===== src/rtl/riscv_pkg.sv =====
// Shared RISC-V decode definitions: opcodes, immediate format codes and immediate assembly.
// The control decoder uses the same opcode constants, so keep additions backward compatible.
package riscv_pkg;

  localparam logic [6:0] OP_R      = 7'b0110011;
  localparam logic [6:0] OP_I      = 7'b0010011;
  localparam logic [6:0] OP_LOAD   = 7'b0000011;
  localparam logic [6:0] OP_STORE  = 7'b0100011;
  localparam logic [6:0] OP_BRANCH = 7'b1100011;
  localparam logic [6:0] OP_JAL    = 7'b1101111;
  localparam logic [6:0] OP_JALR   = 7'b1100111;
  localparam logic [6:0] OP_LUI    = 7'b0110111;
  localparam logic [6:0] OP_AUIPC  = 7'b0010111;

  typedef enum logic [2:0] {
    IMM_I    = 3'b000,
    IMM_S    = 3'b001,
    IMM_B    = 3'b010,
    IMM_J    = 3'b011,
    IMM_U    = 3'b100,
    IMM_NONE = 3'b111
  } imm_src_t;

  typedef enum logic [1:0] {
    ST_EMPTY,
    ST_ONE,
    ST_TWO
  } stage_state_t;

  // Every format is assembled as a 32-bit value already sign-extended to bit 31;
  // widening to XLEN is then a plain signed extension by the caller.
  function automatic logic [31:0] build_imm32(input imm_src_t src, input logic [31:0] instr);
    logic [31:0] imm;
    imm = '0;
    case (src)
      IMM_I:   imm = {{20{instr[31]}}, instr[31:20]};
      IMM_S:   imm = {{20{instr[31]}}, instr[31:25], instr[11:7]};
      IMM_B:   imm = {{19{instr[31]}}, instr[31], instr[7], instr[30:25], instr[11:8], 1'b0};
      IMM_J:   imm = {{11{instr[31]}}, instr[31], instr[19:12], instr[20], instr[30:21], 1'b0};
      IMM_U:   imm = {instr[31:12], 12'b0};
      default: imm = '0;
    endcase
    return imm;
  endfunction

endpackage


===== src/rtl/imm_decode_stage_if.sv =====
// Handshake bundle for the immediate-decode stage: upstream instruction side and downstream entry side.
interface imm_decode_stage_if #(
  parameter int XLEN = 32
);
  import riscv_pkg::*;

  logic            in_valid;
  logic            in_ready;
  logic [31:0]     in_instr;
  logic [XLEN-1:0] in_pc;

  logic            out_valid;
  logic            out_ready;
  logic [XLEN-1:0] out_imm;
  imm_src_t        out_immsrc;
  logic [XLEN-1:0] out_pc;
  logic            out_illegal;

  modport master (
    output in_valid, in_instr, in_pc, out_ready,
    input  in_ready, out_valid, out_imm, out_immsrc, out_pc, out_illegal
  );

  modport slave (
    input  in_valid, in_instr, in_pc, out_ready,
    output in_ready, out_valid, out_imm, out_immsrc, out_pc, out_illegal
  );

endinterface


===== src/rtl/imm_extend.sv =====
// Combinational opcode classifier: picks the immediate format, builds the XLEN-wide
// sign-extended immediate and flags opcodes outside the supported RV32I/RV64I set.
module imm_extend
  import riscv_pkg::*;
#(
  parameter int XLEN = 32
) (
  input  logic [31:0]     instr,
  output logic [XLEN-1:0] imm,
  output imm_src_t        imm_src,
  output logic            illegal
);

  logic [31:0] imm32;

  always_comb begin
    imm_src = IMM_NONE;
    illegal = 1'b0;
    case (instr[6:0])
      OP_I, OP_LOAD, OP_JALR: imm_src = IMM_I;
      OP_STORE:               imm_src = IMM_S;
      OP_BRANCH:              imm_src = IMM_B;
      OP_JAL:                 imm_src = IMM_J;
      OP_LUI, OP_AUIPC:       imm_src = IMM_U;
      OP_R:                   imm_src = IMM_NONE;
      default:                illegal = 1'b1;
    endcase
  end

  assign imm32 = build_imm32(imm_src, instr);

  // Signed cast makes U-type upper bits follow inst[31] when XLEN is 64.
  assign imm = XLEN'($signed(imm32));

endmodule


===== src/rtl/imm_decode_stage.sv =====
// Registered immediate-decode stage: one instruction per handshake, decoded entry presented
// the following cycle, with an optional second (skid) entry so in_ready can be a flop.
module imm_decode_stage
  import riscv_pkg::*;
#(
  parameter int XLEN = 32,
  parameter int SKID = 1
) (
  input logic             clk,
  input logic             reset,
  input logic             flush,
  imm_decode_stage_if.slave bus
);

  typedef struct packed {
    logic [XLEN-1:0] imm;
    imm_src_t        immsrc;
    logic [XLEN-1:0] pc;
    logic            illegal;
  } entry_t;

  localparam entry_t RESET_ENTRY = '{imm: '0, immsrc: IMM_NONE, pc: '0, illegal: 1'b0};

  stage_state_t    state;
  stage_state_t    state_next;
  entry_t          out_q;
  entry_t          skid_q;
  entry_t          in_entry;
  logic            ready_q;
  logic            accept;
  logic            pop;
  logic            load_out_in;
  logic            load_out_skid;
  logic            load_skid;
  logic [XLEN-1:0] dec_imm;
  imm_src_t        dec_src;
  logic            dec_illegal;

  imm_extend #(.XLEN(XLEN)) u_extend (
    .instr   (bus.in_instr),
    .imm     (dec_imm),
    .imm_src (dec_src),
    .illegal (dec_illegal)
  );

  assign in_entry = '{imm: dec_imm, immsrc: dec_src, pc: bus.in_pc, illegal: dec_illegal};

  assign bus.out_valid = (state != ST_EMPTY);

  // With the skid entry, in_ready comes from a flop; reset only masks it while asserted.
  assign bus.in_ready = (SKID != 0) ? (ready_q && !reset)
                                    : (!reset && (!bus.out_valid || bus.out_ready));

  assign accept = bus.in_valid && bus.in_ready;
  assign pop    = bus.out_valid && bus.out_ready;

  always_comb begin
    state_next    = state;
    load_out_in   = 1'b0;
    load_out_skid = 1'b0;
    load_skid     = 1'b0;
    case (state)
      ST_EMPTY: begin
        if (accept) begin
          state_next  = ST_ONE;
          load_out_in = 1'b1;
        end
      end
      ST_ONE: begin
        if (accept && pop) begin
          load_out_in = 1'b1;
        end else if (accept && (SKID != 0)) begin
          state_next = ST_TWO;
          load_skid  = 1'b1;
        end else if (pop) begin
          state_next = ST_EMPTY;
        end
      end
      ST_TWO: begin
        if (pop) begin
          state_next    = ST_ONE;
          load_out_skid = 1'b1;
        end
      end
      default: state_next = ST_EMPTY;
    endcase
  end

  // Flush and reset share one path: both empty the stage and restore the idle output fields.
  always_ff @(posedge clk) begin
    if (reset || flush) begin
      state   <= ST_EMPTY;
      out_q   <= RESET_ENTRY;
      skid_q  <= RESET_ENTRY;
      ready_q <= 1'b1;
    end else begin
      state   <= state_next;
      ready_q <= (state_next != ST_TWO);
      if (load_out_in) begin
        out_q <= in_entry;
      end else if (load_out_skid) begin
        out_q <= skid_q;
      end
      if (load_skid) begin
        skid_q <= in_entry;
      end
    end
  end

  assign bus.out_imm     = out_q.imm;
  assign bus.out_immsrc  = out_q.immsrc;
  assign bus.out_pc      = out_q.pc;
  assign bus.out_illegal = out_q.illegal;

endmodule


===== src/flat_wrapper.sv =====
// flat-port wrapper written by rule: the top's interface ports become plain ports
module imm_decode_stage_flat import riscv_pkg::*;
#(
  parameter int XLEN = 32,
  parameter int SKID = 1
)
  (clk, reset, flush, bus_in_valid, bus_in_instr, bus_in_pc, bus_out_ready, bus_in_ready, bus_out_valid, bus_out_imm, bus_out_immsrc, bus_out_pc, bus_out_illegal);
  imm_decode_stage_if #(.XLEN(XLEN)) bus_i ();
  input logic clk;
  input logic reset;
  input logic flush;
  input wire logic [$bits(bus_i.in_valid)-1:0] bus_in_valid;
  input wire logic [$bits(bus_i.in_instr)-1:0] bus_in_instr;
  input wire logic [$bits(bus_i.in_pc)-1:0] bus_in_pc;
  input wire logic [$bits(bus_i.out_ready)-1:0] bus_out_ready;
  output wire logic [$bits(bus_i.in_ready)-1:0] bus_in_ready;
  output wire logic [$bits(bus_i.out_valid)-1:0] bus_out_valid;
  output wire logic [$bits(bus_i.out_imm)-1:0] bus_out_imm;
  output wire logic [$bits(bus_i.out_immsrc)-1:0] bus_out_immsrc;
  output wire logic [$bits(bus_i.out_pc)-1:0] bus_out_pc;
  output wire logic [$bits(bus_i.out_illegal)-1:0] bus_out_illegal;
  assign bus_i.in_valid = bus_in_valid;
  assign bus_i.in_instr = bus_in_instr;
  assign bus_i.in_pc = bus_in_pc;
  assign bus_i.out_ready = bus_out_ready;
  assign bus_in_ready = bus_i.in_ready;
  assign bus_out_valid = bus_i.out_valid;
  assign bus_out_imm = bus_i.out_imm;
  assign bus_out_immsrc = bus_i.out_immsrc;
  assign bus_out_pc = bus_i.out_pc;
  assign bus_out_illegal = bus_i.out_illegal;
  imm_decode_stage #(.XLEN(XLEN), .SKID(SKID)) u_core (.clk(clk), .reset(reset), .flush(flush), .bus(bus_i));
endmodule

===== config.mk =====
export PLATFORM = sky130hd
export DESIGN_NAME = imm_decode_stage_flat
export DESIGN_NICKNAME = d
export VERILOG_FILES = /design/src/rtl/riscv_pkg.sv /design/src/rtl/imm_decode_stage_if.sv /design/src/rtl/imm_extend.sv /design/src/rtl/imm_decode_stage.sv /design/src/flat_wrapper.sv
export SDC_FILE = /design/constraint.sdc
export NUM_CORES = 1
export LEC_CHECK = 0
export ABC_AREA = 0
export BUFFER_PORTS_ARGS = -buffer_cell sky130_fd_sc_hd__buf_2
export CAP_MARGIN = 20
export CORE_MARGIN = 10
export CORE_UTILIZATION = 54
export DETAILED_ROUTE_END_ITERATION = 8
export PLACE_DENSITY = 0.88
export REMOVE_ABC_BUFFERS = 1
export SLEW_MARGIN = 20
export SYNTH_ARGS = -nofsm -noshare
export SYNTH_HDL_FRONTEND = slang
export SYNTH_SLANG_ARGS = --single-unit

===== constraint.sdc =====
create_clock -name clk -period 2.2 [get_ports clk]
set_clock_uncertainty 0.1 [all_clocks]
set_input_delay 0.55 -clock clk [delete_from_list [all_inputs] [get_ports clk]]
set_output_delay 0.55 -clock clk [all_outputs]
set_load 0.03 [all_outputs]

==> flow_summary.yaml, run 1 <==
global_routing:
  antenna_found_initial: 0
  grt_max_degree: 45
  grt_pass1_vias: 5582
  grt_use_total_pct: 20.6
  overflow: 0
  grt_pass1_wl_um: 27600
cells_and_area:
  fillers: 874
  final_util_pct: 69.6
  multi_input_area_um2: 2840
  layout.nets: 905
  most-common-layout-cells: "nand2_1 (185), dfxtp_1 (139), buf_2 (138)"
  final_common_cell: "nand2_1"
  antenna_cells: 0
  regArea_um2: 2780
  drive_above_1_share_pct: 27.4
  area_growth_pct: 26.8
sta:
  fin_tns_setup_ps: 0
  slew_violations: 0
  maxSlewHeadroom_pct: 45.7
  period_needed_ps: 2040
  rsz0062_at_grt: "false"
  post-route-period-util_pct: 92.9
  final_hold_viol_count: 0
  worst_slew_pin_slew_ps: 815
  clock.fmax_ghz: 0.489
  finalSetupViolations: 0
power_and_ir_drop:
  p_clk_share_pct: 49.1
  switching_share_pct: 24.0
  power_density_nw_per_um2: 804
  p_int_w: 0.00457
  p_total_w: 0.00602
  p_sw_w: 0.00144
  pwr-share-comb_pct: 8.1
  p_leak_nw: 2.97
  ir_drop_v: 0.000494
  p_seq_share_pct: 42.9
synth:
  syn_inst: 706
  syn_area_um2: 5900
  async_flop_share_pct: 0
  synth_top_area_share_pct: 47.2
  ys_seq_area_share_pct: 47.2
  synthFlopType: "dfxtp_1"
  syn_avg_cell_area_um2: 8.35
  ys_warn_count: 0
  synth.largest_area_cell: "dfxtp_1"
  synth_cell_types: 48
  ys_ff_latch: 139
  synth-edff-count: 0
  synth_area_leaders: "dfxtp_1 (47%), nand2_1 (12%), a21oi_1 (6.4%), a311oi_1 (5.6%), mux2i_1 (3.6%)"
clock_tree:
  cts_buffers: 17
  ctsLongestPathBuffers: 2
  cts.sinks: 139
  postCtsHoldBufs: 0
  cts_setup_buffers: 0
  clkTransAtPathRegs_ps: 60
  clock_latency_ps: 510
  cts_resized: 0
  cts_tree: "yes"
  htreeDepth: 4
  clock-root-buffer: "clkbuf_8"
worst_hold_path:
  min_to: "u_core.skid_q[27]"
  hold_path.class: "input port to register"
  whs_path_depth: 3
  hold_start: "bus_in_pc[26]"
drt:
  drc: 0
  first_pass_iters: 5
  drt_iter0_markers: 645
  ant_nets: 0
  num_vias: 5717
  wl_um: 16800
  via_per_inst: 5.79
  wire_per_inst_um: 17.0
floorplan:
  dieWidth_um: 125
  die_y_um: 125
  num_rows: 38
  ioPinCount: 139
  die_area_um2: 15500
  initial_core_util_pct: 54.9
  design.core.area_um2: 10700
placed_design:
  gp_congestion: 0.835
  io_buffers: 138
  dp_hpwl_um: 11400
critical_path:
  r2r_start: "u_core.state[1]"
  r2r_slack_ps: 160
  crit_path_end_kind: "register"
  r2r_cells: 6
  critPathMaxFanout: 44
  start_kind: "register"
  critical_path_required_ps: 2500
  path_class: "register to register"
  arrival_ps: 2350
  reg2reg_to: "u_core.bus.out_pc[17]"
run_status:
  status: "finished clean"
run:
  max_cap_viol_count: 0
power groups by stage:
stage	registers, W	logic (W)	clock network [W]
6_report	0.00258	0.000487	0.00295
2_1_floorplan	0.00270	0.000184	0
5_1_grt	0.00258	0.000524	0.00309
4_1_cts	0.00258	0.000486	0.00298
3_3_place_gp	0.00263	0.000476	0
3_5_place_dp	0.00263	0.000482	0
critical path, cell delays in order, from the launching register on:
cell      delay, ps
dfxtp_1         440
and4bb_2        280
buf_4           150
nand2b_4        160
buf_4           420
nor2_1           80
a311oi_1        300
registers in the layout, summed over array words and instances (netlist names):
signal                  count
u_core.ready_q              1
u_core.bus.out_illegal      1
u_core.bus.out_immsrc       3
u_core.bus.out_pc          32
u_core.bus.out_imm         32
u_core.skid_q              68
u_core.state                2
final cells by class:
type | count | share of cell area, %
Clock buffer | 17 | 5.54
Clock inverter | 14 | 2.59
Inverter | 8 | 0.401
Multi-Input combinational cell | 496 | 37.9
Sequential cell | 139 | 37.2
Tap cell | 140 | 2.34
Timing Repair Buffer | 174 | 14.0
logic make-up after synthesis:
| family | after synthesis | synth area share [%] |
|---|---|---|
| flops | 139 | 47.2 |
| simple gates | 271 | 19.6 |
| buf+inv | 71 | 5.11 |
| compound gates | 202 | 24.2 |
| mux | 22 | 3.75 |
| xor+xnor | 1 | 0.149 |
metal layers:
| layer | share of wire [%] | wire (um) | global-route usage, % |
|---|---|---|---|
| met1 | 43 | 7150 | 25.8 |
| met3 | 7.8 | 1320 | 6.38 |
| met4 | 1.1 | 190 | 5.00 |
| met2 | 48 | 8120 | 33.7 |
| met5 | 0 | 0 | 0 |
how the worst max path moves through the flow:
stage	slack [ps]	cells past startpoint	endpoint	start
2_1_floorplan	-2090	4	u_core.bus.out_imm[20]	reset
3_3_place_gp	-30	5	u_core.skid_q[66]	bus_in_instr[2]
3_5_place_dp	-140	5	u_core.skid_q[57]	bus_in_instr[2]
4_1_cts	160	6	u_core.bus.out_pc[17]	u_core.state[1]
5_1_grt	30	6	u_core.bus.out_pc[17]	u_core.state[1]
6_report	160	6	u_core.bus.out_pc[17]	u_core.state[1]
Yosys cell counts, types with 5 or more instances:
library cell / instances
o21ai_1: 20
nor3_1: 7
a311oi_1: 38
dfxtp_1: 139
inv_1: 8
clkbuf_1: 41
nand2_1: 186
a221oi_2: 10
a221oi_1: 15
buf_2: 19
nor2_1: 40
o21ai_0: 10
mux2i_1: 21
o22ai_1: 5
a21oi_1: 76
nand3_1: 10
stage by stage:
step                hold slack [ps]  std cells  area, um2  setup WS, ps
finish                          185        988       7480           156
global placement                340        957       6870         -27.7
floorplan                       332        643       5630         -2090
CTS                             172        988       7480           162
global route                    181        988       7480          26.1
detailed placement              344        957       6870          -140
(Power assumes the default switching activity.)
==> run 2, diff against run 1 <==
--- a/config.mk
+++ b/config.mk
@@ -8,7 +8,6 @@
 export ABC_AREA = 0
 export BUFFER_PORTS_ARGS = -buffer_cell sky130_fd_sc_hd__buf_2
 export CAP_MARGIN = 20
-export CORE_MARGIN = 10
 export CORE_UTILIZATION = 54
 export DETAILED_ROUTE_END_ITERATION = 8
 export PLACE_DENSITY = 0.88
==> flow_summary.yaml, run 2 (synthesized netlist as in run 1, its figures left out) <==
run_status:
  status: "finished clean"
power_and_ir_drop:
  ir_drop_v: 0.000557
  power_density_nw_per_um2: 794
  p_leak_nw: 2.95
floorplan:
  design.core.area_um2: 10500
  num_rows: 37
  ioPinCount: 139
  die_y_um: 107
  die_area_um2: 11300
  dieWidth_um: 107
  initial_core_util_pct: 56.4
sta:
  maxSlewHeadroom_pct: 47.3
  final_hold_viol_count: 0
  fin_tns_setup_ps: 0
  finalSetupViolations: 0
  clock.fmax_ghz: 0.496
  rsz0062_at_grt: "false"
  post-route-period-util_pct: 91.6
  slew_violations: 0
  period_needed_ps: 2010
  worst_slew_pin_slew_ps: 790
critical_path:
  arrival_ps: 2280
  max_stage_delay_ps: 540
  slowest_stage: "a211oi_2"
  path_class: "register to register"
  cpLargestDelayFamily: "compound AO/OA/AOI/OAI gates"
  crit_path_end_kind: "register"
  crit_path_cell_trace: "and4bb_2, buf_4, nand2b_4, a211oi_2, a221oi_1"
  path_depth: 5
  crit_buf_inv: 1
  r2r_cells: 5
  start_kind: "register"
  critical_path_required_ps: 2470
  critPathMaxFanout: 13
cells_and_area:
  layout.nets: 902
  drive_above_1_share_pct: 27.0
  final_cells: 982
  final_common_cell: "nand2_1"
  most-common-layout-cells: "nand2_1 (185), dfxtp_1 (139), buf_2 (138)"
  largest_register_ffs: 68
  regMostFlops: "u_core.skid_q"
  antenna_cells: 0
  area_growth_pct: 26.9
drt:
  drt_iter0_markers: 545
  drc: 0
  ant_nets: 0
  num_vias: 5790
  wire_per_inst_um: 16.4
  via_per_inst: 5.90
  first_pass_iters: 6
  wl_um: 16100
global_routing:
  grt_use_total_pct: 29.0
  antenna_found_initial: 0
  busiest_layer: "met2"
  grt_max_degree: 51
  overflow: 0
  grtUsageMet1_pct: 37.7
  grt_pass1_vias: 5324
  grt_pass1_wl_um: 26200
  use_met3_pct: 6.13
  gr-usage-met2_pct: 47.7
clock_tree:
  ctsLongestPathBuffers: 2
  cts.sinks: 139
  cts_setup_buffers: 0
  htreeDepth: 4
  clock_latency_ps: 510
  clkTransAtPathRegs_ps: 70
  cts_tree: "yes"
  cts_buffers: 17
  clock-root-buffer: "clkbuf_8"
run:
  max_cap_viol_count: 0
placed_design:
  io_buffers: 138
  gp_congestion: 0.884
  place_inst: 950
  dp_hpwl_um: 10300
worst_hold_path:
  hold_path.class: "input port to register"
  whs_path_depth: 3
==> run 2: cell count changes in the layout (fill, tap and decap cells not counted), sizes merged <==
cell and change:
bufinv -1, buf -3, clkbuf +2, clkinvlp +1
inv -1
==> run 2: worst paths after layout <==
kind,from,to,slack (ps)
max,u_core.state[1],u_core.bus.out_imm[13],190
max reg2reg,u_core.state[1],u_core.bus.out_imm[13],190
min reg2reg,u_core.skid_q[11],u_core.skid_q[11],350
min,bus_in_pc[14],u_core.skid_q[15],190
==> run 2: area by class of cell <==
cell class,count,area [um2]
tap,136,170
clock inverter,13,169
timing repair buffer,171,1080
sequential,139,2780
inverter,8,30.0
multi-input combinational,496,2840
fill,839,2980
clock buffer,19,422
==> run 2: what timing repair did <==
| action | 4_1_cts | 5_1_grt |
|---|---|---|
| gates resized for setup | 0 | 1 |
| hold buffers | 0 | 0 |
| setup endpoints to repair | 0 | 7 |
==> run 2: worst reg2reg max path, stage by stage (launching register included) <==
cell,delay [ps]
dfxtp_1,370
and4bb_2,370
buf_4,140
nand2b_4,140
a211oi_2,550
a221oi_1,200
==> run 2: routing by layer <==
metal | part of all wire [%] | up-vias | routed length [um]
li1 | - | 2764 | -
met1 | 42 | 2692 | 6840
met2 | 48 | 308 | 7740
met3 | 8.1 | 26 | 1310
met4 | 1.4 | 0 | 232
met5 | 0 | - | 0
==> run 2: through the flow <==
step	utilization, %	hold WS [ps]	area [um2]	setup WS, ps	power (W)
after global placement	65.9	341	6890	-16.3	0.00310
after CTS	71.5	165	7480	159	0.00597
after floorplan	-	332	5630	-2090	0.00289
final	71.5	189	7480	185	0.00594
after global routing	71.5	174	7480	56.0	0.00612
after detailed placement	65.9	347	6890	-54.7	0.00311
==> run 2: power breakdown <==
group | leakage, nW | internal, W | switching (W)
registers | 1.12 | 0.00256 | 0.0000222
logic | 1.55 | 0.000174 | 0.000312
clock network | 0.280 | 0.00174 | 0.00114
